**src/rtl/mau_pkg.sv**
```systemverilog
// Shared encodings and helpers for the load/store sequencer in front of Data_Memory.
package mau_pkg;

  localparam logic [1:0] SZ_BYTE = 2'b00;
  localparam logic [1:0] SZ_HALF = 2'b01;
  localparam logic [1:0] SZ_WORD = 2'b10;

  typedef enum logic [2:0] {
    S_IDLE,
    S_LOAD,
    S_ST_RD,
    S_ST_WR,
    S_RESP
  } state_t;

  // Size 2'b11 behaves exactly like a word access.
  function automatic logic [1:0] norm_size(input logic [1:0] sz);
    return (sz == 2'b11) ? SZ_WORD : sz;
  endfunction

  function automatic logic is_misaligned(input logic [1:0] sz, input logic [1:0] lo);
    logic r;
    case (sz)
      SZ_BYTE: r = 1'b0;
      SZ_HALF: r = lo[0];
      default: r = (lo != 2'b00);
    endcase
    return r;
  endfunction

endpackage

```
**src/rtl/mau_lane_align.sv**
```systemverilog
// Little-endian lane extract/extend for loads and lane merge for sub-word stores.
// Purely combinational; no latency, no flow control.
module mau_lane_align
  import mau_pkg::*;
(
  input  logic [1:0]  i_size,
  input  logic        i_signed,
  input  logic [1:0]  i_lane,
  input  logic [31:0] i_word,
  input  logic [31:0] i_wdata,
  output logic [31:0] o_load,
  output logic [31:0] o_merge
);

  logic [4:0]  w_bsh;
  logic [4:0]  w_hsh;
  logic [7:0]  w_byte;
  logic [15:0] w_half;

  assign w_bsh  = {i_lane, 3'b000};
  assign w_hsh  = {i_lane[1], 4'b0000};
  assign w_byte = i_word[w_bsh +: 8];
  assign w_half = i_word[w_hsh +: 16];

  always_comb begin
    o_load  = i_word;
    o_merge = i_wdata;
    case (i_size)
      SZ_BYTE: begin
        o_load  = {{24{i_signed & w_byte[7]}}, w_byte};
        o_merge = i_word;
        o_merge[w_bsh +: 8] = i_wdata[7:0];
      end
      SZ_HALF: begin
        o_load  = {{16{i_signed & w_half[15]}}, w_half};
        o_merge = i_word;
        o_merge[w_hsh +: 16] = i_wdata[15:0];
      end
      default: ;
    endcase
  end

endmodule

```
**src/rtl/mem_access_unit.sv**
```systemverilog
// Load/store sequencer for word-wide Data_Memory: load/word store 2 cycles, sub-word store 3 (RMW), trap 1.
// One request in flight (req_ready only in IDLE); response is a pulse with no back-pressure. Option: MAU_MISALIGN_TRAP_EN.
module mem_access_unit
  import mau_pkg::*;
#(
  parameter int IDX_W = 16
) (
  input  logic        clk,
  input  logic        reset,
  input  logic        req_valid,
  output logic        req_ready,
  input  logic        req_write,
  input  logic [1:0]  req_size,
  input  logic        req_signed,
  input  logic [31:0] req_addr,
  input  logic [31:0] req_wdata,
  output logic        resp_valid,
  output logic [31:0] resp_rdata,
  output logic        resp_err,
  output logic        MemRead,
  output logic        MemWrite,
  output logic [31:0] read_address,
  output logic [31:0] write_address,
  output logic [31:0] Write_data,
  input  logic [31:0] MemData_out
);

  state_t             r_state;
  logic [1:0]         r_size;
  logic               r_signed;
  logic [1:0]         r_lane;
  logic [IDX_W-1:0]   r_idx;
  logic [31:0]        r_wdata;
  logic               r_mem_read;
  logic               r_mem_write;
  logic [31:0]        r_rd_addr;
  logic [31:0]        r_wr_addr;
  logic [31:0]        r_wr_data;
  logic [31:0]        r_rdata;
  logic               r_resp_vld;
`ifdef MAU_MISALIGN_TRAP_EN
  logic               r_resp_err;
`endif

  logic               w_req_ready;
  logic               w_accept;
  logic [1:0]         w_size;
  logic [1:0]         w_lane;
  logic [IDX_W-1:0]   w_idx;
  logic               w_misalign;
  logic [31:0]        w_load;
  logic [31:0]        w_merge;
  logic               w_unused;

  assign w_req_ready = (r_state == S_IDLE) && !reset;
  assign w_accept    = req_valid && w_req_ready;
  assign w_size      = norm_size(req_size);
  assign w_idx       = req_addr[IDX_W+1:2];
  assign w_unused    = ^req_addr[31:IDX_W+2];

  // Lane is always forced to the natural alignment of the size.
  assign w_lane = (w_size == SZ_BYTE) ? req_addr[1:0] :
                  (w_size == SZ_HALF) ? {req_addr[1], 1'b0} : 2'b00;

`ifdef MAU_MISALIGN_TRAP_EN
  assign w_misalign = is_misaligned(w_size, req_addr[1:0]);
`else
  assign w_misalign = 1'b0;
`endif

  mau_lane_align u_lane_align (
    .i_size   (r_size),
    .i_signed (r_signed),
    .i_lane   (r_lane),
    .i_word   (MemData_out),
    .i_wdata  (r_wdata),
    .o_load   (w_load),
    .o_merge  (w_merge)
  );

  always_ff @(posedge clk) begin
    if (reset) begin
      r_state     <= S_IDLE;
      r_size      <= SZ_BYTE;
      r_signed    <= 1'b0;
      r_lane      <= 2'b00;
      r_idx       <= '0;
      r_wdata     <= 32'h0;
      r_mem_read  <= 1'b0;
      r_mem_write <= 1'b0;
      r_rd_addr   <= 32'h0;
      r_wr_addr   <= 32'h0;
      r_wr_data   <= 32'h0;
      r_rdata     <= 32'h0;
      r_resp_vld  <= 1'b0;
`ifdef MAU_MISALIGN_TRAP_EN
      r_resp_err  <= 1'b0;
`endif
    end else begin
      r_resp_vld <= 1'b0;
      case (r_state)
        S_IDLE: begin
          if (w_accept) begin
            r_size   <= w_size;
            r_signed <= req_signed;
            r_lane   <= w_lane;
            r_idx    <= w_idx;
            r_wdata  <= req_wdata;
            if (w_misalign) begin
              r_state    <= S_RESP;
              r_resp_vld <= 1'b1;
              r_rdata    <= 32'h0;
`ifdef MAU_MISALIGN_TRAP_EN
              r_resp_err <= 1'b1;
`endif
            end else if (!req_write) begin
              r_state    <= S_LOAD;
              r_mem_read <= 1'b1;
              r_rd_addr  <= 32'(w_idx);
            end else if (w_size == SZ_WORD) begin
              r_state     <= S_ST_WR;
              r_mem_write <= 1'b1;
              r_wr_addr   <= 32'(w_idx);
              r_wr_data   <= req_wdata;
            end else begin
              r_state    <= S_ST_RD;
              r_mem_read <= 1'b1;
              r_rd_addr  <= 32'(w_idx);
            end
          end
        end
        S_LOAD: begin
          r_state    <= S_RESP;
          r_mem_read <= 1'b0;
          r_rd_addr  <= 32'h0;
          r_rdata    <= w_load;
          r_resp_vld <= 1'b1;
        end
        S_ST_RD: begin
          // Old word arrives this edge; the merged word goes straight to the write-data register.
          r_state     <= S_ST_WR;
          r_mem_read  <= 1'b0;
          r_rd_addr   <= 32'h0;
          r_mem_write <= 1'b1;
          r_wr_addr   <= 32'(r_idx);
          r_wr_data   <= w_merge;
        end
        S_ST_WR: begin
          r_state     <= S_RESP;
          r_mem_write <= 1'b0;
          r_wr_addr   <= 32'h0;
          r_wr_data   <= 32'h0;
          r_rdata     <= 32'h0;
          r_resp_vld  <= 1'b1;
        end
        S_RESP: begin
          r_state <= S_IDLE;
`ifdef MAU_MISALIGN_TRAP_EN
          r_resp_err <= 1'b0;
`endif
        end
        default: r_state <= S_IDLE;
      endcase
    end
  end

  assign req_ready     = w_req_ready;
  assign resp_valid    = r_resp_vld;
  assign resp_rdata    = r_rdata;
  assign MemRead       = r_mem_read;
  // A store caught in ST_WR by reset must not reach the array on the reset edge.
  assign MemWrite      = r_mem_write && !reset;
  assign read_address  = r_rd_addr;
  assign write_address = r_wr_addr;
  assign Write_data    = r_wr_data;
`ifdef MAU_MISALIGN_TRAP_EN
  assign resp_err      = r_resp_err;
`else
  assign resp_err      = 1'b0;
`endif

endmodule

```
**config.mk**
```make
export PLATFORM = sky130hd
export DESIGN_NAME = mem_access_unit
export DESIGN_NICKNAME = d
export VERILOG_FILES = /design/src/rtl/mau_pkg.sv /design/src/rtl/mau_lane_align.sv /design/src/rtl/mem_access_unit.sv
export SDC_FILE = /design/constraint.sdc
export NUM_CORES = 1
export LEC_CHECK = 0
export CAP_MARGIN = 10
export CORE_MARGIN = 2
export CORE_UTILIZATION = 35
export CTS_BUF_LIST = sky130_fd_sc_hd__clkbuf_8
export DETAILED_ROUTE_END_ITERATION = 6
export HOLD_SLACK_MARGIN = 0.03
export PLACE_DENSITY_LB_ADDON = 0.25
export SYNTH_ARGS = -nofsm -noshare
export SYNTH_HDL_FRONTEND = slang
export SYNTH_SLANG_ARGS = --single-unit
```
**constraint.sdc**
```tcl
create_clock -name clk -period 3.5 [get_ports clk]
set_clock_uncertainty 0.15 [all_clocks]
set_input_delay 0.35 -clock clk [delete_from_list [all_inputs] [get_ports clk]]
set_output_delay 0.35 -clock clk [all_outputs]
set_load 0.01 [all_outputs]
```
# --- Yosys cells after proc, flatten, opt, wreduce, memory -nomap -nowiden ---
# Cells that the tools add are included.
word_totals:
  ff_bits: 187
  elab_cells: 82
  input_bits: 103
  out_inout_bits: 133
op_classes:
  muxes: 33
  n_eq_ne: 11
  bitwise: 2
  add_sub_neg: 2
  n_shift: 6
  n_reduce_logical: 15
ops:
  columns: ["op", "n"]
  rows:
  - ["$mux 32", 9]
  - ["$pmux 32 s2", 4]
  - ["$pmux 32 s3", 2]
  - ["$bwmux 32", 2]
  - ["$shift 16x7->32 const A", 1]
  - ["$shift 8x7->32 const A", 1]
  - ["$shiftx 16x7->32", 1]
  - ["$shiftx 32x6->16", 1]
  - ["$shiftx 32x6->8", 1]
  - ["$shiftx 8x7->32", 1]
  - ["$neg 5->7", 2]
  - ["$pmux 3 s3", 1]
  - ["$mux 1", 8]
  - ["$mux 2", 4]
  - ["$eq 3x2->1 const B", 2]
  - ["$eq 2x1->1 const B", 2]
  - ["$eq 2x2->1 const B", 2]
  - ["$logic_not 2->1", 2]
  - ["$ne 2x2->1 const B", 2]
  - ["$reduce_and 4->1", 1]
  - ["$reduce_bool 2->1", 2]
  - ["$reduce_or 2->1", 2]
  - ["$eq 3x1->1 const B", 1]
  - ["$logic_and 1x1->1", 3]
  - ["other kinds (11)", 12]

# --- Depth between registers and ports, before layout ---
logic_depth:
  word_depth: 7
  ltp_mapped: 10
  ltp_nobuf: 6

# --- By module ---
# A second synthesis with hierarchy kept.
unflattened:
  cells_unflattened: 1070
  hier_area_um2: 8544.4
modules_own_cells:
  columns: ["module", "n_inst", "seq_area_each_um2", "cells_per_inst", "area_per_inst_um2"]
  rows:
  - ["mem_access_unit", 1, 3103.0, 769, 6541.3]
  - ["mau_lane_align", 1, 0.0, 301, 2003.2]

# --- Least setup slack after synthesis ---
# Ideal clock, no wire load.
synth_timing:
  path_kind: "reg-to-reg"
  from: "register r_lane[1]"
  to: "register r_wr_data[24], in the netlist Write_data[24]"
  required_time_ns: 3.257
  path_buffers: 3
  path_slack_ns: 0.759
  synth_period_minus_slack_ns: 2.741
  stages_incl_launch_ff: 9
  arrival_time_ns: 2.499
  setup_ns: 0.093
  cell_sequence: "dfxtp_1 clkbuf_1 buf_2 inv_1 clkbuf_1 ha_1 nor4_1 a221oi_1 o32ai_1"
synth_via:
  elab_chain_len: 5
  word_cells_on_any_way: 10
  classes_between: "add/sub: 2; shift: 4; mux: 4"
synth_rtl:
  columns: ["item", "line", "text"]
  rows:
  - ["from (decl)", "mem_access_unit.sv:31", "logic [1:0] r_lane;"]
  - ["from (signal assigned)", "mem_access_unit.sv:106", "r_lane <= w_lane;"]
  - ["$neg 5->7 (on tied branches)", "mau_lane_align.sv:37, mau_lane_align.sv:32", null]
  - ["$shiftx 16x7->32 (tied with other cells)", "mau_lane_align.sv:37", "o_merge[w_hsh +: 16] = i_wdata[15:0];"]
  - ["$bwmux 32 (on tied branches)", "mau_lane_align.sv:37, mau_lane_align.sv:32", null]
  - ["$pmux 32 s2 (*)", "mau_lane_align.sv:28", "case (i_size)"]
  - ["$pmux 32 s3 (*)", "mem_access_unit.sv:101", "case (r_state)"]
  - ["to (signal assigned)", "mem_access_unit.sv:124", "r_wr_data <= req_wdata;"]
  - ["to (signal assigned)", "mem_access_unit.sv:146", "r_wr_data <= w_merge;"]
  - ["to (decl)", "mem_access_unit.sv:38", "logic [31:0] r_wr_data;"]
# Every way passes the cells marked *; elsewhere a longest branch is shown, timed or not.
# A chain may end at the register's enable or synchronous reset.

# --- Final worst setup path ---
layout_timing:
  from: "register r_state[0]"
  to: "register r_wr_data[1], in the netlist Write_data[1]"
layout_via:
  elab_chain_len: 5
  word_cells_on_any_way: 11
  classes_between: "eq/ne: 5; mux: 1; reduce/logical: 5"
layout_rtl:
  columns: ["item", "line", "text"]
  rows:
  - ["from (decl)", "mem_access_unit.sv:28", "state_t r_state;"]
  - ["from (signal assigned)", "mem_access_unit.sv:83", "r_state <= S_IDLE;"]
  - ["from (signal assigned)", "mem_access_unit.sv:110", "r_state <= S_RESP;"]
  - ["from (signal assigned)", "mem_access_unit.sv:117", "r_state <= S_LOAD;"]
  - ["$logic_not 3->1", "mem_access_unit.sv:55, mem_access_unit.sv:101", null]
  - ["$logic_and 1x1->1", "mem_access_unit.sv:55", "assign w_req_ready = (r_state == S_IDLE) && !reset;"]
  - ["$logic_and 1x1->1", "mem_access_unit.sv:56", "assign w_accept = req_valid && w_req_ready;"]
  - ["$ne 2x2->1 (no source line)", null, null]
  - ["$reduce_and 4->1 (no source line)", null, null]
# Several ways; a longest one is shown, not always the timed one.

==> results.sh <==
export IMPL_seq_area_frac_synth_pct=40.6
export IMPL_worst_r2r_startpoint="r_state[0]$_SDFFE_PP0P_"
export IMPL_synth_top_cell_area_share_pct=40.6
export IMPL_final_layout_size_suffix_gt1_share_pct=9.86
export IMPL_worst_skew_pair_late_latency_ns=0.46
export IMPL_cts_root_buf="sky130_fd_sc_hd__clkbuf_8"
export IMPL_report_final_setup_viol=0
export IMPL_path_delay_family="simple AND/OR/NAND/NOR gates"
export IMPL_finalWirelength_um=25700
export IMPL_critPathBufInv=1
export IMPL_totalPowerFinal_mw=4.05
export IMPL_setup_worst_path_class="register to register"
export IMPL_postCtsSetupBuffers=0
export IMPL_ys_async_sr_fraction_pct=0
export IMPL_synthSimpleGateAreaFrac_pct=13.8
export IMPL_num_rows=54
export IMPL_post_synth_instance_area_um2=7650
export IMPL_nNetsFinal=1129
export IMPL_die_h_um=152
export IMPL_clock_fmax_mhz=384
export IMPL_synth_seq_cells=155
export IMPL_peakVddDrop_mv=0.225
export IMPL_status="finished, violations left"
export IMPL_core_area_um2=21600
export IMPL_final_max_slew_viol_count=0
export IMPL_routed_wire_length_per_instance_um=19.5
export IMPL_critical_path_max_stage_delay_ns=0.71
export IMPL_clkSlewWorstSetupHoldPaths_ns=0.09
export IMPL_synth_top_cells_by_area="sky130_fd_sc_hd__dfxtp_1 41%, sky130_fd_sc_hd__nand2_1 6.7%, sky130_fd_sc_hd__o21ai_0 6.3%"
export IMPL_crit_path_cell_trace="or4b_1 -> or2_1 -> buf_4 -> o21ai_0 -> a21oi_1"
export IMPL_hold_viol_final=0
export IMPL_fin_worst_hold_slack_ns=0.304
export IMPL_yosys_area_top_type="sky130_fd_sc_hd__dfxtp_1"
export IMPL_cts_sink_count=155
export IMPL_powerDensity_nw_per_um2=407
export IMPL_antenna_cells=0
export IMPL_crit_path_start_kind="register"
export IMPL_crit_start="r_state[0]$_SDFFE_PP0P_"
export IMPL_timing_slew_headroom_pct=38.7
export IMPL_dr_first_iter_drc_count=769
export IMPL_layout_setup_ws_ns=0.894
export IMPL_gp_congestion=0.909
export IMPL_fin_setup_tns_ns=0
export IMPL_post_synthesis_mux_area_share_pct=8.21
export IMPL_synth_compound_area_share_pct=27.3
export IMPL_cts_tree="done"
export IMPL_yosys_area_share_adder_pct=0.818
export IMPL_r2r_end="Write_data[1]$_SDFFE_PP0P_"
export IMPL_cell_count_after_synthesis=872
export IMPL_grt_remaining_overflow=0
export IMPL_final_core_utilization_pct=46.0
export IMPL_worst_pin_slew_ns=0.918
export IMPL_cp_num_cells=5
export IMPL_syn_area_per_cell_um2=8.77
export IMPL_cts_hold_buf=0
export IMPL_worstPathArrival_ns=2.80
export IMPL_worst_setup_path_end_kind="register"
export IMPL_synthDistinctLibCells=58
export IMPL_routed_top_layer="met4"
export IMPL_r2r_cells=5
export IMPL_dominant_combinational_cell_family_by_area_after_synthesis="compound AO/OA/AOI/OAI gates"
export IMPL_num_vias=7248
export IMPL_crit_required_ns=3.70
export IMPL_die_width_um=152
export IMPL_cts_h_tree_lvls=4
export IMPL_violations="design-rule violations"
export IMPL_tritoncts_num_buffers=17
export IMPL_met2RoutedLength_um=11600
export IMPL_worst_path_max_delay_cell="sky130_fd_sc_hd__or4b_1"
export IMPL_grt_setup_unrepaired="no"
export IMPL_route_antenna_remaining_nets=0
export IMPL_vias_per_cell=5.52
export IMPL_hpwl_um=18100
export IMPL_post_route_period_util_pct=74.5
export IMPL_top_level_ports=236
export IMPL_grt_start_max_net_pins=103
export IMPL_post_synth_xor_area_fraction_pct=0
export IMPL_growth_of_design_area_from_synthesis_to_finish_pct=30.1
export IMPL_firstDrtPassIters=7
export IMPL_grt_first_pass_wirelength_um=40100
export IMPL_fp_dieArea_um2=23000
export IMPL_wl_met1_um=11600
export IMPL_count_of_flip_flops_with_a_built_in_enable_after_synthesis=0
export IMPL_reg2reg_slack_ns=0.89
export IMPL_port_buffer_count=188
export IMPL_synth_flop_cell="sky130_fd_sc_hd__dfxtp_1"
export IMPL_number_of_antenna_violations_at_the_first_check_in_global_routing=0
export IMPL_timing_max_cap_violations=0
export IMPL_yosys_warnings=0
export IMPL_worstHoldPathType="register to register"
export IMPL_drt_drc_violations_left=1
export IMPL_post_cts_resized=0
export IMPL_place_worst_setup_slack_ns=0.550
export IMPL_track_usage_pct=21.8
export IMPL_first_global_vias=6850
export IMPL_critPathCapture="Write_data[1]$_SDFFE_PP0P_"
export IMPL_period_minus_slack_ns=2.61
export IMPL_initial_utilization_pct=35.4
export IMPL_met3RoutedLength_um=2010
export IMPL_ctsLongestPathBuffers=2
export IMPL_critical_path_max_fanout=17
export IMPL_leakagePower_nw=3.59
## worst min-delay path, stage by stage (launching register included)
cell and delay [ns]:
sky130_fd_sc_hd__dfxtp_1 0.32, sky130_fd_sc_hd__nand2_1 0.05, sky130_fd_sc_hd__a21oi_1 0.05
## routing by layer
metal  up-vias  track usage, %
met1      3472            30.2
met3        28            5.62
li1       3462               -
met4         0            5.96
met5         -               0
met2       286            33.7
## layout make-up
| cell class | count | area (um2) |
|---|---|---|
| clock buffers | 18 | 248 |
| repair buffers | 212 | 2090 |
| clock inverters | 14 | 110 |
| flip-flops and latches | 155 | 3100 |
| fillers | 2150 | 11700 |
| inverters | 19 | 71.3 |
| multi-input cells | 616 | 3980 |
| well taps | 280 | 350 |
## worst min-delay path by stage
stage                                 from                              to  cells after the start
floorplan            r_idx[0]$_SDFFE_PP0P_   write_address[0]$_SDFFE_PP0P_                      2
global placement    r_idx[13]$_SDFFE_PP0P_  write_address[13]$_SDFFE_PP0P_                      2
detailed placement   r_idx[1]$_SDFFE_PP0P_   write_address[1]$_SDFFE_PP0P_                      2
CTS                          req_wdata[30]        r_wdata[30]$_SDFFE_PP0P_                      3
global route                   req_addr[1]          r_lane[1]$_SDFFE_PP0P_                      3
finish               r_idx[2]$_SDFFE_PP0P_   write_address[2]$_SDFFE_PP0P_                      2
## layout by cell type (no fill, tap or decap), types with 8 or more instances in the layout
cell,Yosys,routed
sky130_fd_sc_hd__a221o_1,11,11
sky130_fd_sc_hd__nor2b_1,15,14
sky130_fd_sc_hd__clkdlybuf4s50_1,0,188
sky130_fd_sc_hd__o31ai_1,27,27
sky130_fd_sc_hd__buf_4,37,22
sky130_fd_sc_hd__o32ai_1,16,16
sky130_fd_sc_hd__nor2_1,22,20
sky130_fd_sc_hd__o21ai_0,97,97
sky130_fd_sc_hd__mux2i_1,29,29
sky130_fd_sc_hd__dfxtp_1,155,154
sky130_fd_sc_hd__clkbuf_8,0,18
sky130_fd_sc_hd__a221o_2,10,10
sky130_fd_sc_hd__o311a_1,8,8
sky130_fd_sc_hd__a21oi_1,44,44
sky130_fd_sc_hd__a221oi_1,17,17
sky130_fd_sc_hd__conb_1,1,33
sky130_fd_sc_hd__mux2_2,18,18
sky130_fd_sc_hd__o22ai_1,30,30
sky130_fd_sc_hd__nand2_1,136,136
sky130_fd_sc_hd__inv_1,18,17
sky130_fd_sc_hd__a22o_1,21,21
## logic make-up (layout without fill, tap and decap cells)
family,Yosys count,count (layout)
other,1,33
adders and majority gates,5,5
AOI/OAI and AO/OA,306,306
buffers and inverters,133,263
DFF,155,155
and+or+nand+nor,219,219
muxes,53,53
## cells in the mapped netlist (10+ instances only)
master and n:
sky130_fd_sc_hd__a21oi_1 44, sky130_fd_sc_hd__a221o_1 11, sky130_fd_sc_hd__a221o_2 10, sky130_fd_sc_hd__a221oi_1 17
sky130_fd_sc_hd__a22o_1 21, sky130_fd_sc_hd__buf_2 16, sky130_fd_sc_hd__buf_4 37, sky130_fd_sc_hd__clkbuf_1 48
sky130_fd_sc_hd__dfxtp_1 155, sky130_fd_sc_hd__inv_1 18, sky130_fd_sc_hd__mux2_2 18, sky130_fd_sc_hd__mux2i_1 29
sky130_fd_sc_hd__nand2_1 136, sky130_fd_sc_hd__nor2_1 22, sky130_fd_sc_hd__nor2b_1 15, sky130_fd_sc_hd__o21ai_0 97
sky130_fd_sc_hd__o22ai_1 30, sky130_fd_sc_hd__o31ai_1 27, sky130_fd_sc_hd__o32ai_1 16
## power breakdown
| group | internal, mW | switching (mW) |
|---|---|---|
| sequential | 1.88 | 0.0963 |
| combinational | 0.380 | 0.409 |
| clock | 0.523 | 0.754 |
## registers in the layout, summed over array words and instances (netlist names)
| register | flops |
|---|---|
| r_lane | 2 |
| r_state | 3 |
| r_signed | 1 |
| r_idx | 16 |
| MemRead | 1 |
| resp_rdata | 32 |
| r_size | 2 |
| r_mem_write | 1 |
| read_address | 16 |
| resp_valid | 1 |
| write_address | 16 |
| r_wdata | 32 |
| Write_data | 32 |
## stage by stage
stage	std cells	cell area [um2]
floorplan	904	7770
global placement	1282	9590
detailed placement	1282	9590
CTS	1314	9950
global route	1314	9950
finish	1314	9950
Note: power is estimated with default switching activity, not from simulation.
